===== src/rtl/axi_dw_rd_scheduler_if.sv =====
// AR admission / R observation bundle between the slave port, the read scheduler and the converter.
interface axi_dw_rd_scheduler_if #(
  parameter int unsigned MaxReads = 4,
  parameter int unsigned IdWidth  = 4
);
  localparam int unsigned SlotWidth = (MaxReads > 1) ? $clog2(MaxReads) : 1;
  localparam int unsigned CntWidth  = $clog2(MaxReads + 1);

  logic                 slv_ar_valid_i;
  logic                 slv_ar_ready_o;
  logic [IdWidth-1:0]   slv_ar_id_i;
  logic [7:0]           slv_ar_len_i;
  logic                 mst_ar_valid_o;
  logic                 mst_ar_ready_i;
  logic [SlotWidth-1:0] mst_ar_slot_o;
  logic                 r_valid_i;
  logic                 r_ready_i;
  logic [IdWidth-1:0]   r_id_i;
  logic                 r_last_i;
  logic [CntWidth-1:0]  outstanding_o;
  logic                 idle_o;
  logic                 err_last_o;
  logic                 err_id_o;

  modport slave (
    input  slv_ar_valid_i, slv_ar_id_i, slv_ar_len_i, mst_ar_ready_i,
           r_valid_i, r_ready_i, r_id_i, r_last_i,
    output slv_ar_ready_o, mst_ar_valid_o, mst_ar_slot_o,
           outstanding_o, idle_o, err_last_o, err_id_o
  );

  modport master (
    output slv_ar_valid_i, slv_ar_id_i, slv_ar_len_i, mst_ar_ready_i,
           r_valid_i, r_ready_i, r_id_i, r_last_i,
    input  slv_ar_ready_o, mst_ar_valid_o, mst_ar_slot_o,
           outstanding_o, idle_o, err_last_o, err_id_o
  );
endinterface


===== src/rtl/axi_dw_rd_scheduler.sv =====
// Read-path admission controller: allocates tracking slots to ARs, blocks in-flight IDs,
// retires slots on R last and flags beat-count / unknown-ID errors.
module axi_dw_rd_scheduler #(
  parameter  int unsigned MaxReads  = 4,
  parameter  int unsigned IdWidth   = 4,
  localparam int unsigned SlotWidth = (MaxReads > 1) ? $clog2(MaxReads) : 1,
  localparam int unsigned CntWidth  = $clog2(MaxReads + 1)
) (
  input logic clk_i,
  input logic rst_ni,
  axi_dw_rd_scheduler_if.slave bus
);

  logic [MaxReads-1:0]  vld_q;
  logic [IdWidth-1:0]   id_q  [MaxReads];
  logic [7:0]           rem_q [MaxReads];
  logic [CntWidth-1:0]  cnt_q;
  logic                 err_last_q;
  logic                 err_id_q;
  logic                 hold_q;
  logic [SlotWidth-1:0] hold_slot_q;

  logic                 free_found;
  logic [SlotWidth-1:0] free_slot;
  logic                 id_hit;
  logic                 r_hit;
  logic [SlotWidth-1:0] r_idx;
  logic                 admit;
  logic                 ar_valid;
  logic                 ar_hs;
  logic                 r_fire;
  logic                 r_free;
  logic [SlotWidth-1:0] alloc_slot;

  always_comb begin
    free_found = 1'b0;
    free_slot  = '0;
    id_hit     = 1'b0;
    r_hit      = 1'b0;
    r_idx      = '0;
    for (int unsigned i = 0; i < MaxReads; i++) begin
      if (!vld_q[i] && !free_found) begin
        free_found = 1'b1;
        free_slot  = SlotWidth'(i);
      end
      if (vld_q[i] && (id_q[i] == bus.slv_ar_id_i)) id_hit = 1'b1;
      if (vld_q[i] && (id_q[i] == bus.r_id_i)) begin
        r_hit = 1'b1;
        r_idx = SlotWidth'(i);
      end
    end
  end

  // A lower slot may free while a presented AR stalls; pin the offered slot so it stays stable.
  assign alloc_slot = hold_q ? hold_slot_q : free_slot;
  assign admit      = free_found & ~id_hit;
  assign ar_valid   = bus.slv_ar_valid_i & admit;
  assign ar_hs      = ar_valid & bus.mst_ar_ready_i;
  assign r_fire     = bus.r_valid_i & bus.r_ready_i;
  assign r_free     = r_fire & r_hit & bus.r_last_i;

  assign bus.mst_ar_valid_o = ar_valid;
  assign bus.slv_ar_ready_o = bus.mst_ar_ready_i & admit;
  assign bus.mst_ar_slot_o  = alloc_slot;
  assign bus.outstanding_o  = cnt_q;
  assign bus.idle_o         = (cnt_q == '0);
  assign bus.err_last_o     = err_last_q;
  assign bus.err_id_o       = err_id_q;

  always_ff @(posedge clk_i or negedge rst_ni) begin
    if (!rst_ni) begin
      vld_q       <= '0;
      for (int unsigned i = 0; i < MaxReads; i++) begin
        id_q[i]  <= '0;
        rem_q[i] <= '0;
      end
      cnt_q       <= '0;
      err_last_q  <= 1'b0;
      err_id_q    <= 1'b0;
      hold_q      <= 1'b0;
      hold_slot_q <= '0;
    end else begin
      err_last_q <= 1'b0;
      err_id_q   <= 1'b0;
      if (ar_hs) begin
        vld_q[alloc_slot] <= 1'b1;
        id_q[alloc_slot]  <= bus.slv_ar_id_i;
        rem_q[alloc_slot] <= bus.slv_ar_len_i;
      end
      if (r_fire) begin
        if (!r_hit) begin
          err_id_q <= 1'b1;
        end else if (bus.r_last_i) begin
          vld_q[r_idx] <= 1'b0;
          err_last_q   <= (rem_q[r_idx] != '0);
        end else if (rem_q[r_idx] == '0) begin
          err_last_q <= 1'b1;
        end else begin
          rem_q[r_idx] <= rem_q[r_idx] - 8'd1;
        end
      end
      hold_q      <= ar_valid & ~bus.mst_ar_ready_i;
      hold_slot_q <= alloc_slot;
      cnt_q       <= cnt_q + CntWidth'(ar_hs) - CntWidth'(r_free);
    end
  end

endmodule


===== src/flat_wrapper.sv =====
// flat-port wrapper written by rule: the top's interface ports become plain ports
module axi_dw_rd_scheduler_flat 
#(
  parameter  int unsigned MaxReads  = 4,
  parameter  int unsigned IdWidth   = 4,
  localparam int unsigned SlotWidth = (MaxReads > 1) ? $clog2(MaxReads) : 1,
  localparam int unsigned CntWidth  = $clog2(MaxReads + 1)
)
  (clk_i, rst_ni, bus_slv_ar_valid_i, bus_slv_ar_id_i, bus_slv_ar_len_i, bus_mst_ar_ready_i, bus_r_valid_i, bus_r_ready_i, bus_r_id_i, bus_r_last_i, bus_slv_ar_ready_o, bus_mst_ar_valid_o, bus_mst_ar_slot_o, bus_outstanding_o, bus_idle_o, bus_err_last_o, bus_err_id_o);
  axi_dw_rd_scheduler_if #(.MaxReads(MaxReads), .IdWidth(IdWidth)) bus_i ();
  input logic clk_i;
  input logic rst_ni;
  input wire logic [$bits(bus_i.slv_ar_valid_i)-1:0] bus_slv_ar_valid_i;
  input wire logic [$bits(bus_i.slv_ar_id_i)-1:0] bus_slv_ar_id_i;
  input wire logic [$bits(bus_i.slv_ar_len_i)-1:0] bus_slv_ar_len_i;
  input wire logic [$bits(bus_i.mst_ar_ready_i)-1:0] bus_mst_ar_ready_i;
  input wire logic [$bits(bus_i.r_valid_i)-1:0] bus_r_valid_i;
  input wire logic [$bits(bus_i.r_ready_i)-1:0] bus_r_ready_i;
  input wire logic [$bits(bus_i.r_id_i)-1:0] bus_r_id_i;
  input wire logic [$bits(bus_i.r_last_i)-1:0] bus_r_last_i;
  output wire logic [$bits(bus_i.slv_ar_ready_o)-1:0] bus_slv_ar_ready_o;
  output wire logic [$bits(bus_i.mst_ar_valid_o)-1:0] bus_mst_ar_valid_o;
  output wire logic [$bits(bus_i.mst_ar_slot_o)-1:0] bus_mst_ar_slot_o;
  output wire logic [$bits(bus_i.outstanding_o)-1:0] bus_outstanding_o;
  output wire logic [$bits(bus_i.idle_o)-1:0] bus_idle_o;
  output wire logic [$bits(bus_i.err_last_o)-1:0] bus_err_last_o;
  output wire logic [$bits(bus_i.err_id_o)-1:0] bus_err_id_o;
  assign bus_i.slv_ar_valid_i = bus_slv_ar_valid_i;
  assign bus_i.slv_ar_id_i = bus_slv_ar_id_i;
  assign bus_i.slv_ar_len_i = bus_slv_ar_len_i;
  assign bus_i.mst_ar_ready_i = bus_mst_ar_ready_i;
  assign bus_i.r_valid_i = bus_r_valid_i;
  assign bus_i.r_ready_i = bus_r_ready_i;
  assign bus_i.r_id_i = bus_r_id_i;
  assign bus_i.r_last_i = bus_r_last_i;
  assign bus_slv_ar_ready_o = bus_i.slv_ar_ready_o;
  assign bus_mst_ar_valid_o = bus_i.mst_ar_valid_o;
  assign bus_mst_ar_slot_o = bus_i.mst_ar_slot_o;
  assign bus_outstanding_o = bus_i.outstanding_o;
  assign bus_idle_o = bus_i.idle_o;
  assign bus_err_last_o = bus_i.err_last_o;
  assign bus_err_id_o = bus_i.err_id_o;
  axi_dw_rd_scheduler #(.MaxReads(MaxReads), .IdWidth(IdWidth)) u_core (.clk_i(clk_i), .rst_ni(rst_ni), .bus(bus_i));
endmodule

===== config.mk =====
export PLATFORM = sky130hd
export DESIGN_NAME = axi_dw_rd_scheduler_flat
export DESIGN_NICKNAME = d
export VERILOG_FILES = /design/src/rtl/axi_dw_rd_scheduler_if.sv /design/src/rtl/axi_dw_rd_scheduler.sv /design/src/flat_wrapper.sv
export SDC_FILE = /design/constraint.sdc
export NUM_CORES = 1
export LEC_CHECK = 0
export ABC_AREA = 1
export CORE_ASPECT_RATIO = 0.5
export CORE_MARGIN = 4
export CORE_UTILIZATION = 36
export CTS_CLUSTER_DIAMETER = 40
export CTS_CLUSTER_SIZE = 25
export DETAILED_ROUTE_END_ITERATION = 8
export GPL_ROUTABILITY_DRIVEN = 0
export PLACE_DENSITY = 0.54
export SYNTH_ARGS = -nofsm -noshare
export SYNTH_HDL_FRONTEND = slang
export SYNTH_SLANG_ARGS = --single-unit

===== constraint.sdc =====
create_clock -name clk_i -period 3.46 [get_ports clk_i]
set_clock_uncertainty 0.05 [all_clocks]
set_input_delay 1.038 -clock clk_i [delete_from_list [all_inputs] [get_ports clk_i]]
set_output_delay 1.038 -clock clk_i [all_outputs]
set_load 0.02 [all_outputs]

# Yosys cells after proc, flatten, opt, wreduce, memory -nomap -nowiden
# Index checks and enable logic that the tools add are counted.
dict set report word_totals {
  in_bits 23
  ff_bits 60
  word_cells 121
  output_inout_bits 10
}
dict set report classes {
  n_mux 50
  magnitude_cmp 8
  n_reduce_logical 23
  bitwise 15
  n_eq_ne 8
  n_addsub 3
}
# op n
set op_table {}
lappend op_table {{32-bit 2-to-1 mux} 5}
lappend op_table {{32-bit bitwise mux} 2}
lappend op_table {{8-bit demux with 2-bit select} 2}
lappend op_table {{4-bit == test} 8}
lappend op_table {{8-bit 2-to-1 mux} 4}
lappend op_table {{1-bit 2-to-1 mux} 22}
lappend op_table {{4-bit 2-to-1 mux} 5}
lappend op_table {{8-bit binary-select mux with 2-bit select} 1}
lappend op_table {{16-bit bitwise mux} 1}
lappend op_table {{1-bit logical AND} 15}
lappend op_table {{2-bit 2-to-1 mux} 5}
lappend op_table {{1-bit AND} 8}
lappend op_table {{4-bit demux with 2-bit select} 1}
lappend op_table {{8-bit zero test} 1}
lappend op_table {{8-bit nonzero test} 1}
lappend op_table {{8-bit by 1-bit subtractor with 8-bit output (second input constant)} 1}
lappend op_table {{3-bit >= comparator (second input constant)} 2}
lappend op_table {{2-bit by 3-bit less-than comparator with 1-bit output (second input constant)} 2}
lappend op_table {{3-bit by 1-bit less-than comparator with 1-bit output (second input constant)} 2}
lappend op_table {{2-bit NOT with 3-bit output} 2}
lappend op_table {{1-bit zero test} 5}
lappend op_table {{4-bit AND} 1}
lappend op_table {{1-bit demux with 2-bit select} 2}
lappend op_table {{2-bit by 1-bit >= comparator with 1-bit output (second input constant)} 2}
lappend op_table {{other kinds (6)} 7}

# Longest topological paths before layout
# Gate-level depths: netlist of run 1.
dict set report depth {
  word_depth 22
  ltp_mapped 20
  mapped_depth_nobuf 19
}

# Worst setup path before layout of run 1
# No wires, ideal clock.
dict set report synth_timing {
  path_type {input-to-output}
  startpoint {input port bus_slv_ar_id_i[0]}
  endpoint {output port bus_slv_ar_ready_o}
  cell_stages 7
  path_slack_ns 0.130
  t_arrival_ns 2.242
  required_ns 2.372
  path_buffers 1
  cell_sequence {buf_2 inv_2 o21ai_0 nor2_1 nand3_1 nand3_1 nor4_1}
}
dict set report synth_via {
  elab_chain_cells 9
  elab_cells_between_ends 15
  classes_between {eq/ne: 4; mux: 4; bitwise: 3; reduce/logical: 4}
}
# item line
set synth_rtl {}
lappend synth_rtl {{start: declaration} flat_wrapper.sv:14} ;# input wire logic [$bits(bus_i.slv_ar_id_i)-1:0] bus_slv_ar_id_i;
lappend synth_rtl {{4-bit == test} axi_dw_rd_scheduler.sv:46} ;# if (vld_q[i] && (id_q[i] == bus.slv_ar_id_i)) id_hit = 1'b1;
lappend synth_rtl {{1-bit logical AND} axi_dw_rd_scheduler.sv:46}
lappend synth_rtl {{1-bit 2-to-1 mux (3 in series)} axi_dw_rd_scheduler.sv:46}
lappend synth_rtl {{1-bit 2-to-1 mux *} axi_dw_rd_scheduler.sv:46}
lappend synth_rtl {{1-bit NOT *} axi_dw_rd_scheduler.sv:56} ;# assign admit = free_found & ~id_hit;
lappend synth_rtl {{1-bit AND *} axi_dw_rd_scheduler.sv:56}
lappend synth_rtl {{1-bit AND *} axi_dw_rd_scheduler.sv:63} ;# assign bus.slv_ar_ready_o = bus.mst_ar_ready_i & admit;
lappend synth_rtl {{end: declaration} flat_wrapper.sv:21} ;# output wire logic [$bits(bus_i.slv_ar_ready_o)-1:0] bus_slv_ar_ready_o;
# Mark *: on every way between the ends. The rest lies on a longest branch, timed or not.

# Worst setup path after layout of run 1
dict set report layout_timing {
  startpoint {input port bus_slv_ar_id_i[3]}
  endpoint {output port bus_slv_ar_ready_o}
}
# Same word-level chain as after synthesis.

==> results.md, run 1 <==
* Outcome: finished, final reports clean
* Placed cell count at 821
* Fraction of layout cells with a size suffix above 1 at a little over a fifth
* Post-route ant nets at 0
* CTS tree: yes
* CTS root buffer: clkbuf_16
* Final Hold Viols at 0
* DR DRC count at 0
* Pwr Density at 882 mW/mm2
* Count of pins over their slew limit at 0
* Max-Cap Viols at 0
* Mux contribution to synthesized area at 1.66%
* Core Area at around 0.011 mm2
* Worst-path clk slew at about 50 ps
* P_leak at 2.86 nW
* Dpl ws at -763 ps
* XOR/XNOR Fraction of Synth Area at 2.59%
* Final period util at a little over nine tenths
* Fill cells at 1,141
* Vias per inst at around 4.7
* Vias in the first global route at 3,869
* Worst setup margin at 101 ps
* DR WL/cell at 14.7 um
* Overall power at between 4 and 5 mW
* Via count at 3,987
* Net count, final at around 700
* Non-Filler Instances at about 840
* Num CTS Buffers at 9
* Top-level port count at 33
* Synth Area in Simple Gates at a little over two fifths
* Max frequency at 298 MHz
* H-tree levels at 3
* Post-DP HPWL at 9330 um
* DP Area at 0.00497 mm2
* FP Rows at 27
* Initial DRT Pass Iterations at 5
* Yosys cell types at 37
* Syn Std Cell Area at around 0.004 mm2
* Grt total ovfl at 0
* Seq cells post-synth at 60
* Critical Path RT at between 2000 and 2500 ps
* Post-Route WL at roughly 12,000 um
* Actual slew at the worst max-slew pin at about 450 ps
* Fin area at about 0.0054 mm2
* Largest family of logic cells by synthesized area: simple AND/OR/NAND/NOR gates
* Num Clock Sinks at 60
* Setup_tns at 0 ps
* Syn Nets at 623
* Port bufs at 32
* CP endpoint kind: output port
* Hold WC Path Type: reg -> reg
* Initial antenna violation count at 0
* Mean Syn Cell Area at ~6.8 um2
* Critical Path Fanout Max at 6
* Max IR drop VDD at 0.000356 V
* Headroom to the max-slew limit at between 70% and 80%
* Clock Tree Buf Depth at 2
* Die Ht at between 80 and 90 um
* Most frequent cells in the layout: nand2_1, buf_4, dfrtp_1
* First-pass GRT wire length at ~20,000 um
* WP data arrival at ~2300 ps
* DR iter-0 viols at 257
* Warnings, synthesis at 0
* WS Path Type: in -> out
* Global-route usage over all layers at 19.9%
* Area grow syn2layout at 31.9%
* Compound-Gate Fraction of Synth Area at 6.22%
* Most common cell after layout, fill and taps aside: nand2_1
* RSZ-0062 raised after global routing: no
* CP Launch Type: primary input
* Final setup fails at 0
* Register area share after synthesis at 36.9%
* Synth Area in Adders at roughly 1.7%
* Initial core utilization at 36.9%
* Die ar. at 0.0132 mm2
* Largest net degree at the start of global routing at 30
* N_diodes at 0
* Mapped Cells at 595
* Final min period at between 3000 and 4000 ps
* Clock latency on the worst-skew pair at 340 ps
* Chip Width at around 160 um
## flip-flops by register name, indices dropped and copies added (netlist names)
name and cells:
u_core.vld_q 4, u_core.hold_slot_q 2, u_core.bus.err_last_o 1, u_core.id_q 16, u_core.bus.err_id_o 1, u_core.rem_q 32, u_core.bus.outstanding_o 3, u_core.hold_q 1
## power breakdown
group          internal, mW  total, mW  switching [mW]
Clock                 0.476      0.788           0.312
Sequential             1.00       1.23           0.227
Combinational          1.13       2.71            1.58
Total                  2.61       4.73            2.12
## cell usage after synthesis, drive strengths merged
cell,count,area share (%)
a21oi,6,0.74
buf,12,1.9
a22oi,3,0.55
nand3b,3,0.86
fa,1,0.49
nor2,47,6.6
a21boi,1,0.18
mux2,6,1.7
nor3,4,0.62
xor2,5,1.1
ha,4,1.2
o22ai,6,0.92
nand2,287,27
inv,65,6.0
clkbuf,1,0.092
dfrtp,60,37
nor3b,1,0.18
o31ai,1,0.18
o21ai,28,3.4
nand3,35,5.8
nand4,8,1.7
a211oi,1,0.18
nor4,2,0.31
xnor2,7,1.5
clkinv,1,0.092
## cells by family after synthesis
| logic type | count (synthesis) |
|---|---|
| AOI/OAI and AO/OA | 46 |
| DFF | 60 |
| and+or+nand+nor | 387 |
| adders and majority gates | 5 |
| xor gates and xnor gates | 12 |
| buffers and inverters | 79 |
| muxes | 6 |
## layer usage
layer  up-vias  wire (um)  GRT usage [%]
met2        84       5770           31.1
li1       2047          -              -
met3        10        584           3.96
met1      1846       5900           28.0
met5         -          0              0
met4         0        117           5.50
## worst max-delay path, stage by stage
cell and delay (ps):
clkdlybuf4s15_1 280, inv_1 120, buf_4 120, a21oi_1 60, nand3_1 90, nand3_2 130, nor4_1 210, buf_2 220
## final cells by class
cell class,count,area (um2),share of cell area (%)
tap,145,181,3.38
clock buffer,12,236,4.41
multi-input combinational,456,2330,43.5
timing repair buffer,100,846,15.8
inverter,66,250,4.67
sequential,60,1500,28.0
clock inverter,3,15.0,0.280
## path summary, 6_finish.rpt
kind / startpoint / endpoint / slack [ps] / cells past startpoint
setup reg to reg: u_core.id_q[1] / u_core.rem_q[12] / 830 / 16
min in group asynchronous: rst_ni / u_core.id_q[11] / 530 / 1
setup / recovery: bus_slv_ar_id_i[3] / bus_slv_ar_ready_o / 100 / 8
hold / removal: u_core.rem_q[25] / u_core.rem_q[25] / 500 / 4
hold reg to reg: u_core.rem_q[25] / u_core.rem_q[25] / 500 / 4
max in group asynchronous: rst_ni / u_core.rem_q[1] / 2120 / 2
## per-stage QoR
stage,hold slack (ps),util [%]
floorplan,443,-
global placement,489,45.1
detailed placement,491,45.1
CTS,505,47.9
global route,538,48.7
finish,503,48.7
## timing repair
item	4_1_cts	5_1_grt
endpoints found under the setup margin	36	36
hold buffers	0	0
resized for setup	30	23
setup buffers	2	4
pin swaps	5	13
Note: power is estimated with default switching activity, not from simulation.
==> run 2: changes to the inputs <==
Settings changed: PLACE_DENSITY 0.54 to 0.56.
Clock period 3.46 ns to 2.7 ns, I/O delays scaled along.
==> run 2 against run 1 <==
Net effect:
- the flow now finishes with violations (setup timing)
- critical path depth down 1
- worst hold slack worse by 93 ps
- non-clock buffer count up 31
==> results.md, run 2 (synthesis gave the netlist of run 1 again) <==
* DR WL/cell at between 15 and 20 um
* Vias per inst at slightly below 5
* Final Hold Viols at 0
* H-tree levels at 3
* Port bufs at 32
* Most frequent cells in the layout: nand2_1, buf_4, dfrtp_1
* P_leak at approximately 3.1 nW
* Largest registers: u_core.rem_q: 32 flops, u_core.id_q: 16 flops, u_core.vld_q: 4 flops
* Count of pins over their slew limit at 0
* Top-level port count at 33
* R2R setup slack at approximately 80 ps
* Reg2reg start: u_core.id_q[9]
* Max IR drop VDD at approximately 0.00048 V
* CP Launch Type: primary input
* Initial antenna violation count at 0
* Vias in the first global route at 4,160
* Initial DRT Pass Iterations at 5
* Worst-path clk slew at 50 ps
* Post-Route WL at 13,300 um
* CTS root buffer: clkbuf_16
* Worst setup margin at -94.9 ps
* FF-to-FF path depth at 19
* Headroom to the max-slew limit at approximately 63%
* CTS tree: yes
* Global-route usage over all layers at 20.9%
* Via count at 4,307
* Outcome: complete, but fails checks
* Most common cell after layout, fill and taps aside: nand2_1
* Die Ht at 83.1 um
* Clock Tree Buf Depth at 2
* Critical Path Fanout Max at 5
* Largest net degree at the start of global routing at 23
* Num CTS Buffers at 9
* Largest register by flop count: u_core.rem_q
* Register Area at ~0.0015 mm2
* Hold WC Path Type: in -> async
* Max frequency at 358 MHz
* Fill cells at between 1,000 and 1,500
* Hold slack at about 410 ps
* Actual slew at the worst max-slew pin at 552 ps
* Failing checks: setup timing
* Max-Cap Viols at 0
* Post-DP HPWL at around 9400 um
* Final period util at 104%
* Post-route ant nets at 0
* Fraction of layout cells with a size suffix above 1 at 32.1%
* R2R Path End: u_core.rem_q[1]
* Critical Path RT at 1840 ps
* Core Area at about 0.011 mm2
* RSZ-0062 raised after global routing: yes
* Grt total ovfl at 0
* FP Rows at 27
* Clock latency on the worst-skew pair at 330 ps
* Chip Width at 158 um
* Die ar. at roughly 0.013 mm2
* Multi-input gate area at around 0.0027 mm2
* First-pass GRT wire length at roughly 21,000 um
* Max reg flops at 32
* # hold bufs at CTS at 0
* Num Clock Sinks at 60
* N_diodes at 0
* Area grow syn2layout at 48.0%
* Net count, final at between 700 and 800
* Final setup fails at 25
* Overall power at 7.06 mW
* CP endpoint kind: output port
* CP Launch Point: bus_slv_ar_id_i[1]
* Final min period at 2790 ps
* Initial core utilization at a little under two fifths
* WP data arrival at 1930 ps
* WS Path Type: in -> out
* DR iter-0 viols at 290
* DR DRC count at 0
* Pwr Density at 1170 mW/mm2
-- run 2: cell types whose count changed in the layout (fill, tap and decap cells not counted), sizes merged --
cell and delta:
clkdlybuf4s15 -1, clkinv -1, clkdlybuf4s50 -3, nand3 +2, clkbuf +1, dlymetal6s2s -1, buf +37
-- run 2: metal layers --
layer / global-route usage (%) / vias up / wire length [um]
li1: - / 2121 / -
met1: 29.4 / 2039 / 6290
met2: 32.6 / 123 / 6070
met3: 4.06 / 24 / 679
met4: 6.04 / 0 / 276
met5: 0 / - / 0
-- run 2: worst max path at each step --
stage | end | slack [ps] | cells after the start
final | bus_slv_ar_ready_o | -90 | 7
after global routing | u_core.rem_q[1] | -190 | 22
after CTS | bus_mst_ar_valid_o | -110 | 10
after detailed placement | bus_mst_ar_valid_o | -1040 | 10
after global placement | bus_mst_ar_valid_o | -1030 | 10
after floorplan | u_core.bus.outstanding_o[2] | -230 | 16
-- run 2: stage by stage --
stage          setup slack (ps)  instance area [um2]  setup TNS (ps)  utilization [%]  std cells
2_1_floorplan              -227                 4110           -1720                -        595
3_3_place_gp              -1030                 5100          -41720             46.3        834
3_5_place_dp              -1040                 5100          -42810             46.3        834
4_1_cts                    -110                 5730            -736             52.0        871
5_1_grt                    -190                 6020           -4950             54.6        876
6_report                  -94.9                 6020            -705             54.6        876
-- run 2: layout make-up --
type                            instances  share of cell area [%]
Timing Repair Buffer                  131                    19.1
Clock inverter                          2                   0.166
Sequential cell                        60                    25.0
Inverter                               66                    4.49
Tap cell                              145                    3.02
Multi-Input combinational cell        458                    44.1
Clock buffer                           14                    4.22
-- run 2: report_power, final --
group | switching, mW | internal, mW
clock network | 0.411 | 0.644
registers | 0.303 | 1.28
logic | 2.48 | 1.93
total | 3.19 | 3.86
-- run 2: critical path: stages --
cell     delay [ps]
buf_8           100
nand2_1          80
nand4_1         170
nor4_4          380
buf_4           190
nor4_4           40
buf_4           170
-- run 2: repair_timing --
| action | CTS | global route |
|---|---|---|
| endpoints found under the setup margin | 60 | 38 |
| pin swaps | 30 | 51 |
| resized for setup | 105 | 65 |
| setup buffers | 19 | 7 |
| hold endpoints to repair | 0 | 0 |
| gates cloned | 2 | 0 |
